--- src/rtl/key_extend.sv ---
// Key-extend stage: appends one bit to each candidate and forwards the
// extensions whose nonlinear filter output reproduces the keystream bit.
module key_extend #(
    parameter int unsigned W = 20
) (
    input  logic         CLK,
    input  logic         RESET,
    input  logic [W-1:0] CAND_IN,
    input  logic         IN_LAST,
    input  logic         KS_BIT,
    input  logic         IN_VALID,
    output logic         IN_READY,
    output logic [W:0]   CAND_OUT,
    output logic         OUT_VALID,
    input  logic         OUT_READY,
    output logic         DONE,
    output logic [15:0]  SURV_CNT
);

    localparam logic [15:0] FA_TAB = 16'h9E98;
    localparam logic [15:0] FB_TAB = 16'hB48E;
    localparam logic [31:0] FC_TAB = 32'hEC57E80A;

    typedef enum logic [1:0] {IDLE, TRY0, TRY1} state_t;

    state_t       state_q, state_d;
    logic [W-1:0] cand_q, cand_d;
    logic         last_q, last_d;
    logic         ks_q, ks_d;
    logic         done_q, done_d;
    logic [15:0]  surv_cnt_q, surv_cnt_d;

    logic         new_bit;
    logic [19:0]  f_in;
    logic         match;
    logic         out_xfer;

    function automatic logic filter_f(input logic [19:0] x);
        logic [4:0] idx;
        idx = {FB_TAB[x[3:0]], FA_TAB[x[7:4]], FA_TAB[x[11:8]],
               FB_TAB[x[15:12]], FA_TAB[x[19:16]]};
        return FC_TAB[idx];
    endfunction

    always_comb begin
        // The appended bit is the MSB, so the filter sees it plus the top 19 candidate bits.
        new_bit   = (state_q == TRY1);
        f_in      = {new_bit, cand_q[W-1 -: 19]};
        match     = (state_q != IDLE) && (filter_f(f_in) == ks_q);

        IN_READY  = (state_q == IDLE) && !RESET;
        OUT_VALID = match && !RESET;
        CAND_OUT  = {new_bit, cand_q};
        DONE      = done_q;
        SURV_CNT  = surv_cnt_q;
        out_xfer  = OUT_VALID && OUT_READY;

        state_d    = state_q;
        cand_d     = cand_q;
        last_d     = last_q;
        ks_d       = ks_q;
        done_d     = 1'b0;
        surv_cnt_d = surv_cnt_q;

        case (state_q)
            IDLE: begin
                if (IN_VALID && IN_READY) begin
                    cand_d  = CAND_IN;
                    last_d  = IN_LAST;
                    ks_d    = KS_BIT;
                    state_d = TRY0;
                end
            end
            TRY0: begin
                if (!match || out_xfer) state_d = TRY1;
            end
            TRY1: begin
                if (!match || out_xfer) begin
                    state_d = IDLE;
                    done_d  = last_q;
                end
            end
            default: state_d = IDLE;
        endcase

        if (out_xfer && (surv_cnt_q != 16'hFFFF)) surv_cnt_d = surv_cnt_q + 16'd1;
    end

    always_ff @(posedge CLK) begin
        if (RESET) begin
            state_q    <= IDLE;
            cand_q     <= '0;
            last_q     <= 1'b0;
            ks_q       <= 1'b0;
            done_q     <= 1'b0;
            surv_cnt_q <= '0;
        end else begin
            state_q    <= state_d;
            cand_q     <= cand_d;
            last_q     <= last_d;
            ks_q       <= ks_d;
            done_q     <= done_d;
            surv_cnt_q <= surv_cnt_d;
        end
    end

endmodule
--- config.mk ---
export PLATFORM = sky130hd
export DESIGN_NAME = key_extend
export DESIGN_NICKNAME = d
export VERILOG_FILES = /design/src/rtl/key_extend.sv
export SDC_FILE = /design/constraint.sdc
export NUM_CORES = 1
export LEC_CHECK = 0
export ABC_AREA = 1
export ABC_CLOCK_PERIOD_IN_PS = 2220
export CORE_MARGIN = 4
export CORE_UTILIZATION = 55
export CTS_BUF_LIST = sky130_fd_sc_hd__clkbuf_4
export DETAILED_ROUTE_END_ITERATION = 12
export DONT_BUFFER_PORTS = 1
export PLACE_DENSITY = 0.79
export REMOVE_ABC_BUFFERS = 1
export SKIP_LAST_GASP = 1
export SLEW_MARGIN = 20
export SYNTH_ARGS = -nofsm -noshare
export SYNTH_HDL_FRONTEND = slang
export SYNTH_SLANG_ARGS = --single-unit
--- constraint.sdc ---
create_clock -name CLK -period 2.22 [get_ports CLK]
set_input_delay 0.333 -clock CLK [delete_from_list [all_inputs] [get_ports CLK]]
set_output_delay 0.333 -clock CLK [all_outputs]
set_load 0.01 [all_outputs]
### After elaboration in Yosys (flattened, before gate mapping)

Memory sizes are Yosys's and may differ from the RTL's. A register that Yosys moved wholly into a read port is not among the register bits.
Index checks and enable logic that the tools add are counted.

| cells by class | value |
|---|---|
| $add $sub $neg | 1 |
| reduce and logical (&&, ||, !) cells | 14 |
| bitwise logic cells | 2 |
| magnitude comparators | 6 |
| eq/ne operators | 7 |
| multiplexer cells | 18 |

Operators with widths:

| cell | count |
|---|---|
| 4-bit two-way mux | 8 |
| 4-bit by 5-bit less-than comparator with 1-bit output (second input constant) | 5 |
| 16-bit by 1-bit adder with 16-bit output (second input constant) | 1 |
| 16-bit inequality test (second input constant) | 1 |
| 1-bit logical AND | 6 |
| 5-bit by 6-bit less-than comparator with 1-bit output (second input constant) | 1 |
| 1-bit two-way mux | 6 |
| 2-bit two-way mux | 3 |
| 2-bit one-hot mux with 3 select lines | 1 |
| 2-bit by 1-bit inequality test with 1-bit output (second input constant) | 2 |
| 3-bit AND reduction | 1 |
| 3-bit OR reduction | 1 |
| 2-bit by 1-bit == test with 1-bit output (second input constant) | 1 |
| 2-bit == test (second input constant) | 1 |
| 1-bit logical NOT | 2 |
| 2-bit logical NOT | 1 |
| 2-bit inequality test (second input constant) | 1 |
| 1-bit NOT | 2 |
| 2-bit AND reduction | 1 |
| 2-bit nonzero test | 1 |
| 1-bit == test | 1 |
| 1-bit logical OR | 1 |

| storage, ports and cells | value |
|---|---|
| bits in read-only memories | 112 |
| memories | 6 |
| register bits after elaboration | 41 |
| output and inout port bits | 40 |

Memories:

| memory | depth | bits a word | read ports | clocked after memory_dff | wr ports | line | RTL |
|---|---|---|---|---|---|---|---|
| (name not given) | 32 | 1 | 1 | 0 | 0 | 42 | `return FC_TAB[idx];` |
| (name not given) | 16 | 1 | 1 | 0 | 0 | 41 | `FB_TAB[x[15:12]], FA_TAB[x[19:16]]};` |
| (name not given) | 16 | 1 | 1 | 1 | 0 | 41 |  |
| (name not given) | 16 | 1 | 1 | 1 | 0 | 40 | `idx = {FB_TAB[x[3:0]], FA_TAB[x[7:4]], FA_TAB[x[11:8]],` |
| (name not given) | 16 | 1 | 1 | 1 | 0 | 40 |  |
| (name not given) | 16 | 1 | 1 | 1 | 0 | 40 |  |

### Depth between registers and ports, before layout

Gate-level depths: netlist of run 1.

| logic depth | value |
|---|---|
| depth after elaboration | 12 |
| depth in mapped cells | 17 |
| mapped depth without buffers | 17 |

### Worst setup path after synthesis of run 1

OpenSTA, ideal clock, no wires.

| timing path | value |
|---|---|
| kind | register -> register |
| from | reg cand_q[17] |
| to | reg surv_cnt_q[11] (netlist: SURV_CNT[11]) |
| stages on the path, launching flop included | 18 |
| setup time | 132 ps |
| data required time | 2088 ps |
| period minus slack after synthesis | 2086 ps |
| data arrival time | 1954 ps |
| path slack | 134 ps |
| cell sequence | dfxtp_1 > inv_1 > ha_1 > inv_1 > nand2_1 > nand2_1 > nand2_1 > nand3_1 > nand3_1 > nand3_1 > nand2_1 > nand2_2 > nand3_4 > nor2_8 > nand3_4 > buf_6 > nand2_1 > a21oi_1 |

| between the ends | value |
|---|---|
| longest elaborated chain between the ends | 9 |

Ends and longest elaborated chain:

| item | line | RTL |
|---|---|---|
| start, declared | 27 | `logic [W-1:0] cand_q, cand_d;` |
| start signal, assigned | 99 | `cand_q <= cand_d;` |
| memory 16 x 1 bit | n/a |  |
| 1-bit two-way mux (not written as such) | 41 |  |
| memory 32 x 1 bit | n/a |  |
| 1-bit two-way mux (not written as such) | 42 |  |
| 1-bit == test | 49 | `match = (state_q != IDLE) && (filter_f(f_in) == ks_q);` |
| 1-bit logical AND | 49 |  |
| 1-bit logical AND | 52 | `OUT_VALID = match && !RESET;` |
| 1-bit logical AND | 56 | `out_xfer = OUT_VALID && OUT_READY;` |
| 1-bit logical AND | 86 | `if (out_xfer && (surv_cnt_q != 16'hFFFF)) surv_cnt_d = surv_cnt_q + 16'd1;` |
| end signal, assigned | 103 | `surv_cnt_q <= surv_cnt_d;` |
| end, declared | 31 | `logic [15:0] surv_cnt_q, surv_cnt_d;` |

No other way between the ends. The select of a mux whose other input is x is not followed.
A chain may end at the register's enable or synchronous reset.

### Worst setup path in the final report of run 1

| timing path | value |
|---|---|
| from | reg cand_q[17] |
| to | out OUT_VALID |

| between the ends | value |
|---|---|
| longest elaborated chain between the ends | 7 |

Ends and longest elaborated chain:

| item | line | RTL |
|---|---|---|
| memory 16 x 1 bit | n/a |  |
| 1-bit two-way mux (not written as such) | 41 |  |
| memory 32 x 1 bit | n/a |  |
| 1-bit two-way mux (not written as such) | 42 |  |
| 1-bit == test | 49 |  |
| 1-bit logical AND | 49 |  |
| 1-bit logical AND | 52 |  |
| end, declared | 14 | `output logic OUT_VALID,` |

No other way between the ends. The select of a mux whose other input is x is not followed.

==> metrics, run 1 <==
status=finished with violations; failing checks=negative setup slack; Data arrival, critical path=2.03 ns; R2R setup slack=-0.04 ns; total gr overflow=0; Finished Cell Area=0.00290 sq mm; switching share of power=0.317; maximum VDD drop=416 uV; DRT Pass-1 Iters=5; Rel. slew slack=0.683; Row Count=23; Yosys cell types=29; # DRC=0; CTS Sinks=45; largest net degree at the start of global routing=41; Ports=66; sequential share of the synthesized area=0.370; Core ar.=0.00414 sq mm; Clock Latency Late Sink=0.38 ns; DR vias/cell=5.80; Final WS setup=-0.138 ns; Clock Power Share=0.256; net load switching power=0.511 mW; total power=1.61 mW; Mapped Area=0.00243 sq mm; Yosys reg bits=45; vias in the first global route=2038; clock tree buffer depth=2; fill count=326; f_max=424 MHz; Die Y=74.5 microns; initial core utilization=0.587; antenna violations before repair=0; dpl cells=387; TritonCTS clock tree=built; worst slew pin tran=0.474 ns; Worst Path Max Fanout=8; max-cap viol count=0; fraction of layout cells with a size suffix above 1=0.208; Die Wd=74.5 microns; Hold Vio Cnt, Final=0; placed inst area=0.00255 sq mm; number of port buffers=0; first-pass GRT wire length=9.49 mm; vias post-DR=2378; Non-Filler Instances=410; H-tree Lvls=2; worst r2r src=cand_q[17]; leakage power=1.20 nW; Crit. End Element=output pin; post-synthesis cell count=336; final setup fails=9; Routed Antenna Nets=0; unrepaired setup endpoints after global routing=true; setup TNS=-0.311 ns; crit path capture=OUT_VALID; Final Cycle Share=1.06; required time worst endpoint=1.89 ns; Synth warnings=0; minimum hold slack=0.0303 ns; Reg2Reg Depth=17; die area=0.00555 sq mm; critical path startpoint=cand_q[17]; Hold Path Class=input port to register; reg2reg end=SURV_CNT[15]; fin nets=394; fin. max-slew vios=0; Logic pwr share=0.186; crit path kind=register to output pin; Util after Layout=0.700; Placer Congestion=0.926; syn avg cell area=7.24 sq um; Reg power frac=0.558; DRT iter0 DRCs=180; GRT Util Overall=0.219; Root Buffer=clkbuf_4; CTS Buf Count=5; # diodes=0; most common cell after layout, fill and taps aside=nand2_1; worst hold start=RESET; Internal Power=1.10 mW; crit path launch type=register; half-perimeter wire length after placement=3.90 mm; area delta synth->final=19.2%; clock slew at reported path FFs=0.15 ns; Final Skew=0.0267 ns; most frequent cells in the layout=68 x nand2_1, 42 x dfxtp_1, 39 x inv_1, 29 x nand3_1, 24 x a21oi_1; Cell Pwr Density=556 mW/mm^2; Period minus WS final=2.36 ns; worst slack at placement=0.200 ns; WL per Instance=15.5 microns; Routed Wire Length=6.37 mm
## synth_stat cells (all sizes together)
library cell  number  area share
a311oi             1      0.0036
o21ai             20       0.041
nand4             17       0.044
nor2              15       0.031
dfxtp             45        0.37
and3               1      0.0026
ha                 9       0.046
nor3               6       0.012
a21oi             27       0.056
nand2             78        0.13
clkinv             1      0.0015
nand3             37       0.093
clkbuf             5      0.0077
xor2              12       0.043
o21bai             1      0.0046
o2111ai            2      0.0072
nor4               2      0.0051
buf                9       0.028
inv               46       0.071
xnor2              2      0.0072
## power groups by stage
| stage | Sequential, mW | Combinational, mW | Clock [mW] |
|---|---|---|---|
| floorplan | 0.908 | 0.166 | 0 |
| global placement | 0.913 | 0.214 | 0 |
| detailed placement | 0.914 | 0.221 | 0 |
| CTS | 0.900 | 0.258 | 0.420 |
| global route | 0.907 | 0.335 | 0.460 |
| finish | 0.901 | 0.301 | 0.412 |
## layout make-up
cell class                      instances  area, sq um  area share
Timing Repair Buffer                   28          274      0.0945
Tap cell                               50         62.6      0.0216
Sequential cell                        45          910       0.314
Clock buffer                            5         37.5      0.0129
Inverter                               47          184      0.0634
Clock inverter                          3         22.5     0.00777
Multi-Input combinational cell        232         1410       0.486
## state kept, by name (all words and copies together) (netlist names), named ones only
signal,cells
DONE,1
state_q,2
cand_q,20
SURV_CNT,16
last_q,1
ks_q,1
## worst min-delay path by stage
stage | cells past startpoint | to
after floorplan | 1 | SURV_CNT[10]
after global placement | 1 | SURV_CNT[15]
after detailed placement | 1 | SURV_CNT[15]
after CTS | 1 | SURV_CNT[15]
after global routing | 1 | SURV_CNT[10]
final | 1 | SURV_CNT[10]
## layer usage
| layer | track usage | routed length, microns |
|---|---|---|
| met5 | 0 | 0 |
| met4 | 0.0830 | 161 |
| met3 | 0.0797 | 632 |
| met2 | 0.340 | 2900 |
| met1 | 0.277 | 2680 |
## cells by family (layout without fill, tap and decap cells)
logic type | after synthesis | count (layout) | synth area share
adder cells (fa/ha/maj) | 9 | 9 | 0.0463
AND/OR/NAND/NOR | 156 | 158 | 0.313
flip-flops | 45 | 45 | 0.370
buffers and inverters | 61 | 83 | 0.108
AO/OA/AOI/OAI | 51 | 51 | 0.112
XOR/XNOR | 14 | 14 | 0.0504
## repair_timing
action | CTS | global route
hold buffers | 1 | 2
setup buffers | 3 | 6
endpoints found under the setup margin | 1 | 19
gates resized for setup | 22 | 19
gates cloned | 1 | 2
hold endpoints to repair | 3 | 11
pin swaps | 17 | 17
## worst max-delay path, stage by stage (launching register included)
cell and delay [ns]:
dfxtp_4 0.39, inv_4 0.05, ha_4 0.25, nand2_2 0.08, nand3_2 0.11, o21bai_2 0.14
inv_1 0.06, nand2_2 0.09, nand2_2 0.06, nand2_2 0.08, nand3_4 0.10, nor2_8 0.11
buf_12 0.13
(Power assumes the default switching activity.)
==> inputs of run 2 (changes only) <==
CORE_UTILIZATION = 40   (was 55)
PLACE_DENSITY = 0.63   (was 0.79)
==> metrics, run 2 (synthesis gave the netlist of run 1 again) <==
Util after Layout=0.462 (-0.238); clock slew at reported path FFs=0.15 ns (about the same); DR vias/cell=5.12 (-12%); Cell Pwr Density=575 mW/mm^2 (+3.3%); Worst Path Max Fanout=8 (unchanged); crit path launch type=register; Routed Antenna Nets=0 (unchanged); # diodes=0 (unchanged); leakage power=1.13 nW (-5.7%); total gr overflow=0 (unchanged); antenna violations before repair=0 (unchanged); worst slew pin tran=0.541 ns (+0.0671 ns); fill count=581 (+78%); DRT Pass-1 Iters=4 (-1); Ports=66 (unchanged); fraction of layout cells with a size suffix above 1=0.145 (-0.0638); final setup fails=1 (-8); max-cap viol count=0 (unchanged); worst slack at placement=0.160 ns (-0.0400 ns); Hold Path Class=input port to register; critical path startpoint=cand_q[17]; Seq. cell area=903 sq um (-0.69%); area delta synth->final=12.3%; Final Cycle Share=1.02 (-0.0410); f_max=441 MHz (+4.0%); required time worst endpoint=1.89 ns (about the same); Rel. slew slack=0.639 (-0.0441); crit path kind=register to output pin; placed inst area=0.00254 sq mm (-0.25%); Core ar.=0.00592 sq mm (+43%); fin nets=380 (-3.6%); area of the multi-input gates=0.00132 sq mm (-6.7%); most frequent cells in the layout=72 x nand2_1, 43 x dfxtp_1, 42 x inv_1, 30 x nand3_1, 25 x a21oi_1; Row Count=28 (+22%); first-pass GRT wire length=9.45 mm (-0.51%); unrepaired setup endpoints after global routing=true; die area=0.00739 sq mm (+33%); TritonCTS clock tree=built; failing checks=negative setup slack; Hold Vio Cnt, Final=0 (unchanged); fin. max-slew vios=0 (unchanged); Final WS setup=-0.0472 ns (+0.0911 ns); WL per Instance=14.0 microns (-10%); status=finished with violations; # DRC=0 (unchanged); Data arrival, critical path=1.93 ns (-0.10 ns); most common cell after layout, fill and taps aside=nand2_1; Root Buffer=clkbuf_4; clock tree buffer depth=2 (unchanged); vias in the first global route=1988 (-2.5%); setup TNS=-0.0472 ns (+0.263 ns); largest net degree at the start of global routing=41 (unchanged); DRT iter0 DRCs=93 (-48%); maximum VDD drop=332 uV (-20%); Die Wd=86.0 microns (+15%); CTS Buf Count=5 (unchanged); max reg flops=20 (unchanged); GRT Util Overall=0.157 (-0.0614); H-tree Lvls=2 (unchanged); worst r2r src=cand_q[17]; Die Y=86.0 microns (+15%); Clock Latency Late Sink=0.36 ns (-0.02 ns); number of port buffers=0 (unchanged); Routed Wire Length=5.89 mm (-7.6%); Period minus WS final=2.27 ns (-0.0911 ns); Finished Cell Area=0.00273 sq mm (-5.8%); half-perimeter wire length after placement=4.10 mm (+5.3%); Top reg by flops=cand_q; Placer Congestion=0.832 (-10%); initial core utilization=0.411 (-0.176); worst hold start=RESET; CTS Sinks=45 (unchanged); Final Skew=0.0245 ns (-0.00220 ns); Crit. End Element=output pin; vias post-DR=2154 (-9.4%)
-- run 2: changes by cell type in the layout (fill, tap and decap cells not counted), moves of 2 or more --
cell	delta
buf_4	-10
clkinv_4	-2
dfxtp_4	-2
dlygate4sd3_1	-2
ha_4	-2
inv_1	+3
inv_4	-3
nand2_1	+4
nand2_2	-4
nand3_4	-2
nor2_1	+2
-- run 2: path summary, 6_finish.rpt --
check	cells past startpoint	slack (ns)	endpoint
worst min-delay path	1	0.03	DONE
worst max-delay path	14	-0.05	OUT_VALID
worst max register to register	17	0.11	SURV_CNT[10]
worst min register to register	2	0.46	DONE
-- run 2: layout make-up --
class / instances / share of cell area
Multi-Input combinational cell: 230 / 0.482
Sequential cell: 45 / 0.331
Timing Repair Buffer: 16 / 0.0673
Inverter: 47 / 0.0646
Tap cell: 75 / 0.0343
Clock buffer: 5 / 0.0137
Clock inverter: 3 / 0.00778
-- run 2: routing by layer --
metal / part of all wire / wire length [microns] / vias up / track usage
met4: 0.0082 / 48 / 0 / 0.0417
li1: - / - / 1126 / -
met3: 0.068 / 402 / 4 / 0.0451
met5: 0 / 0 / - / 0
met2: 0.46 / 2720 / 48 / 0.255
met1: 0.46 / 2710 / 976 / 0.204
-- run 2: worst max-delay path, cell delays in order, from the launching register on --
cell     delay [ns]
dfxtp_2        0.37
inv_2          0.06
ha_4           0.24
inv_1          0.05
nand2_1        0.05
nand2_1        0.07
nand2_1        0.04
nand3_1        0.07
nand3_1        0.08
nand3_2        0.09
nand2_2        0.05
nand2_2        0.07
nand3_4        0.09
nor2_8         0.11
buf_12         0.13
-- run 2: timing repair --
action	4_1_cts	5_1_grt
buffers inserted	2	2
hold buffers	0	1
cloned	1	0
pin swaps	11	11
setup endpoints to repair	1	17
resized for setup	13	3
hold endpoints to repair	0	10
-- run 2: metrics by stage --
step	power, mW	cells	hold slack, ns
after detailed placement	1.14	407	0.406
after CTS	1.58	418	0.000908
final	1.57	421	0.0313
after global routing	1.66	421	0.00558
after global placement	1.13	407	0.406
after floorplan	1.07	322	0.402
-- run 2: where the power goes --
group,internal (mW),switching (mW)
clock network,0.126,0.292
registers,0.854,0.0465
logic,0.101,0.151
==> inputs of run 3 (changes only) <==
CTS_CLUSTER_DIAMETER = 80   (was unset)
==> results of run 3 <==
Same layout as run 2: the final DEF is identical, and so are final timing and power.
==> patch: new RTL, settings of run 1 <==
Set the parameter `W` to 24 (it was 20).
--- a/src/rtl/key_extend.sv
+++ b/src/rtl/key_extend.sv
@@ -2,5 +2,5 @@
 // extensions whose nonlinear filter output reproduces the keystream bit.
 module key_extend #(
-    parameter int unsigned W = 20
+    parameter int unsigned W = 24
 ) (
     input  logic         CLK,
Ports: changed (resized CAND_IN and CAND_OUT); port bits go from 66 to 74. No check against the original RTL was run, so the function may have changed too.
==> patch against run 1 <==
The flow still finishes with violations (negative setup slack). Sequential share of layout area increased by 4.2 points. Final area fell by 4.6%. Fmax rose by 5.6%. Register-to-register slack improved by 0.21 ns. Total power rose by 4.4%. Utilization down 6.9 points. Routed wire length decreased by 7.9%. Synthesized area increased by 3.8%. Worst setup slack better by 0.13 ns. Clock power up 6.3%. Sequential cell count up 4. Largest power group unchanged.
==> patch: results (changes against run 1) <==
worst slack, placed 0.116 ns (-0.0839 ns); largest family of logic cells by synthesized area simple AND/OR/NAND/NOR gates; Seq/Total Area, Yosys 0.389 (+0.0183); gpl congestion 0.856 (-7.6%); clk slew on worst S/H paths around 0.14 ns; clock sink total 49 (+8.9%); DPL Wire Length 4180 microns (+7.2%); layout cells sized above 1 0.140 (-0.0687); vias per cell 5.57 (-4.0%); Post-Syn Instances 348 (+3.6%); Overall Global Routing Usage 0.212 (-0.00679); Compound-Gate Fraction of Synth Area 0.108 (-0.00406); startpoint types flop; synth top area cells dfxtp_1 (39%), nand2_1 (12%), nand3_1 (7.1%); Critical Path Fanout Max 5 (-3); mux cell area share after synthesis 0 (unchanged); first-pass GRT wire length 9400 microns (-0.95%); H-tree depth 2 (unchanged); Area after DPL 0.00261 sq mm (+2.6%); Vias 2,283 (-4.0%); DR iter-0 viols 121 (-33%); asr flop ratio synth 0 (unchanged); number of global-route vias before repair 2,180 (+7.0%); slew margin rel. 0.586 (-0.0974); worst setup margin -0.0125 ns (+0.126 ns); clk_skew 0.0176 ns (-0.00913 ns); Fill cells 397 (+22%); Worst EP arrival 1.90 ns (-0.13 ns); maximum VDD drop 334 uV (-20%); status finished, violations left; fin nets 396 (+0.51%); Adder-Cell Fraction of Synth Area 0.0446 (-0.00168); Root Buffer clkbuf_4; largest net degree at the start of global routing 19 (-54%); max reg flops 24 (+20%); failing checks negative setup slack; drt wl/cell 14.3 microns (-7.9%); Hold Crit Class in -> reg; Inst Count DP 399 (+3.1%); Synth Flop Type dfxtp_1; Clock Latency Late Sink 0.38 ns (about the same); static leakage 1.18 nW (-1.6%); P per Cell Area 609 mW/mm^2 (+9.5%); setup_tns -0.0125 ns (+0.298 ns); Synth cell types 29 (unchanged); # port buffers 0 (unchanged); TritonRoute pass-1 iters 4 (-1); commonest cells in the synthesized netlist nand2_1 (84), dfxtp_1 (49), inv_1 (42); clock buffer depth 2 (unchanged); Synth Area in XOR/XNOR 0.0486 (-0.00182); Final Setup Violations 1 (-8)
[patch: cell type report]
| cell class | instances | share of cell area |
|---|---|---|
| inverters | 45 | 0.0620 |
| clock buffers | 7 | 0.0190 |
| multi-input cells | 239 | 0.486 |
| clock inverters | 1 | 0.00271 |
| flip-flops and latches | 49 | 0.356 |
| well taps | 52 | 0.0235 |
| repair buffers | 17 | 0.0507 |
[patch: cells by family after synthesis]
| family | Yosys count |
|---|---|
| AO/OA/AOI/OAI | 51 |
| XOR/XNOR | 14 |
| adder cells (fa/ha/maj) | 9 |
| buffers and inverters | 60 |
| flip-flops | 49 |
| AND/OR/NAND/NOR | 165 |
[patch: power by group]
group	internal (W)	switching, W
clock	0.000150	0.000289
sequential	0.000931	0.0000524
combinational	0.0000994	0.000164
[patch: path summary, 6_finish.rpt]
path	endpoint	cells after the start	slack [ns]	start
min reg2reg	DONE	2	0.46	last_q
min	DONE	1	0.02	RESET
max reg2reg	state_q[1]	17	0.17	cand_q[21]
max	OUT_VALID	13	-0.01	cand_q[21]
[patch: worst max-delay path: stages (launching register included)]
cell	delay (ns)
dfxtp_2	0.37
inv_2	0.06
ha_1	0.19
inv_1	0.05
nor2_1	0.04
nand2_2	0.07
nand3_2	0.10
o21bai_2	0.14
inv_1	0.06
nand2_2	0.07
nand2_2	0.06
nand2_2	0.08
nand3_4	0.09
nor2_8	0.16
[patch: metrics by stage]
step                      total power, W  hold slack (ns)
after floorplan                  0.00116            0.402
after global placement           0.00122            0.405
after detailed placement         0.00123            0.407
after CTS                        0.00169          0.00168
after global routing             0.00177          0.00659
final                            0.00169           0.0226
[patch: what timing repair did]
action | CTS | global route
hold buffers | 1 | 1
gates resized for setup | 12 | 8
endpoints found under the hold margin | 15 | 2
pin swaps | 16 | 8
buffers inserted | 1 | 0
setup endpoints to repair | 1 | 9
[patch: metal layers]
layer,up-vias,wire (microns),share of wire,track usage
met5,-,0,0,0
met4,0,93,0.016,0.0874
met3,7,424,0.072,0.0488
met2,79,2880,0.49,0.363
met1,1042,2470,0.42,0.254
li1,1155,-,-,-
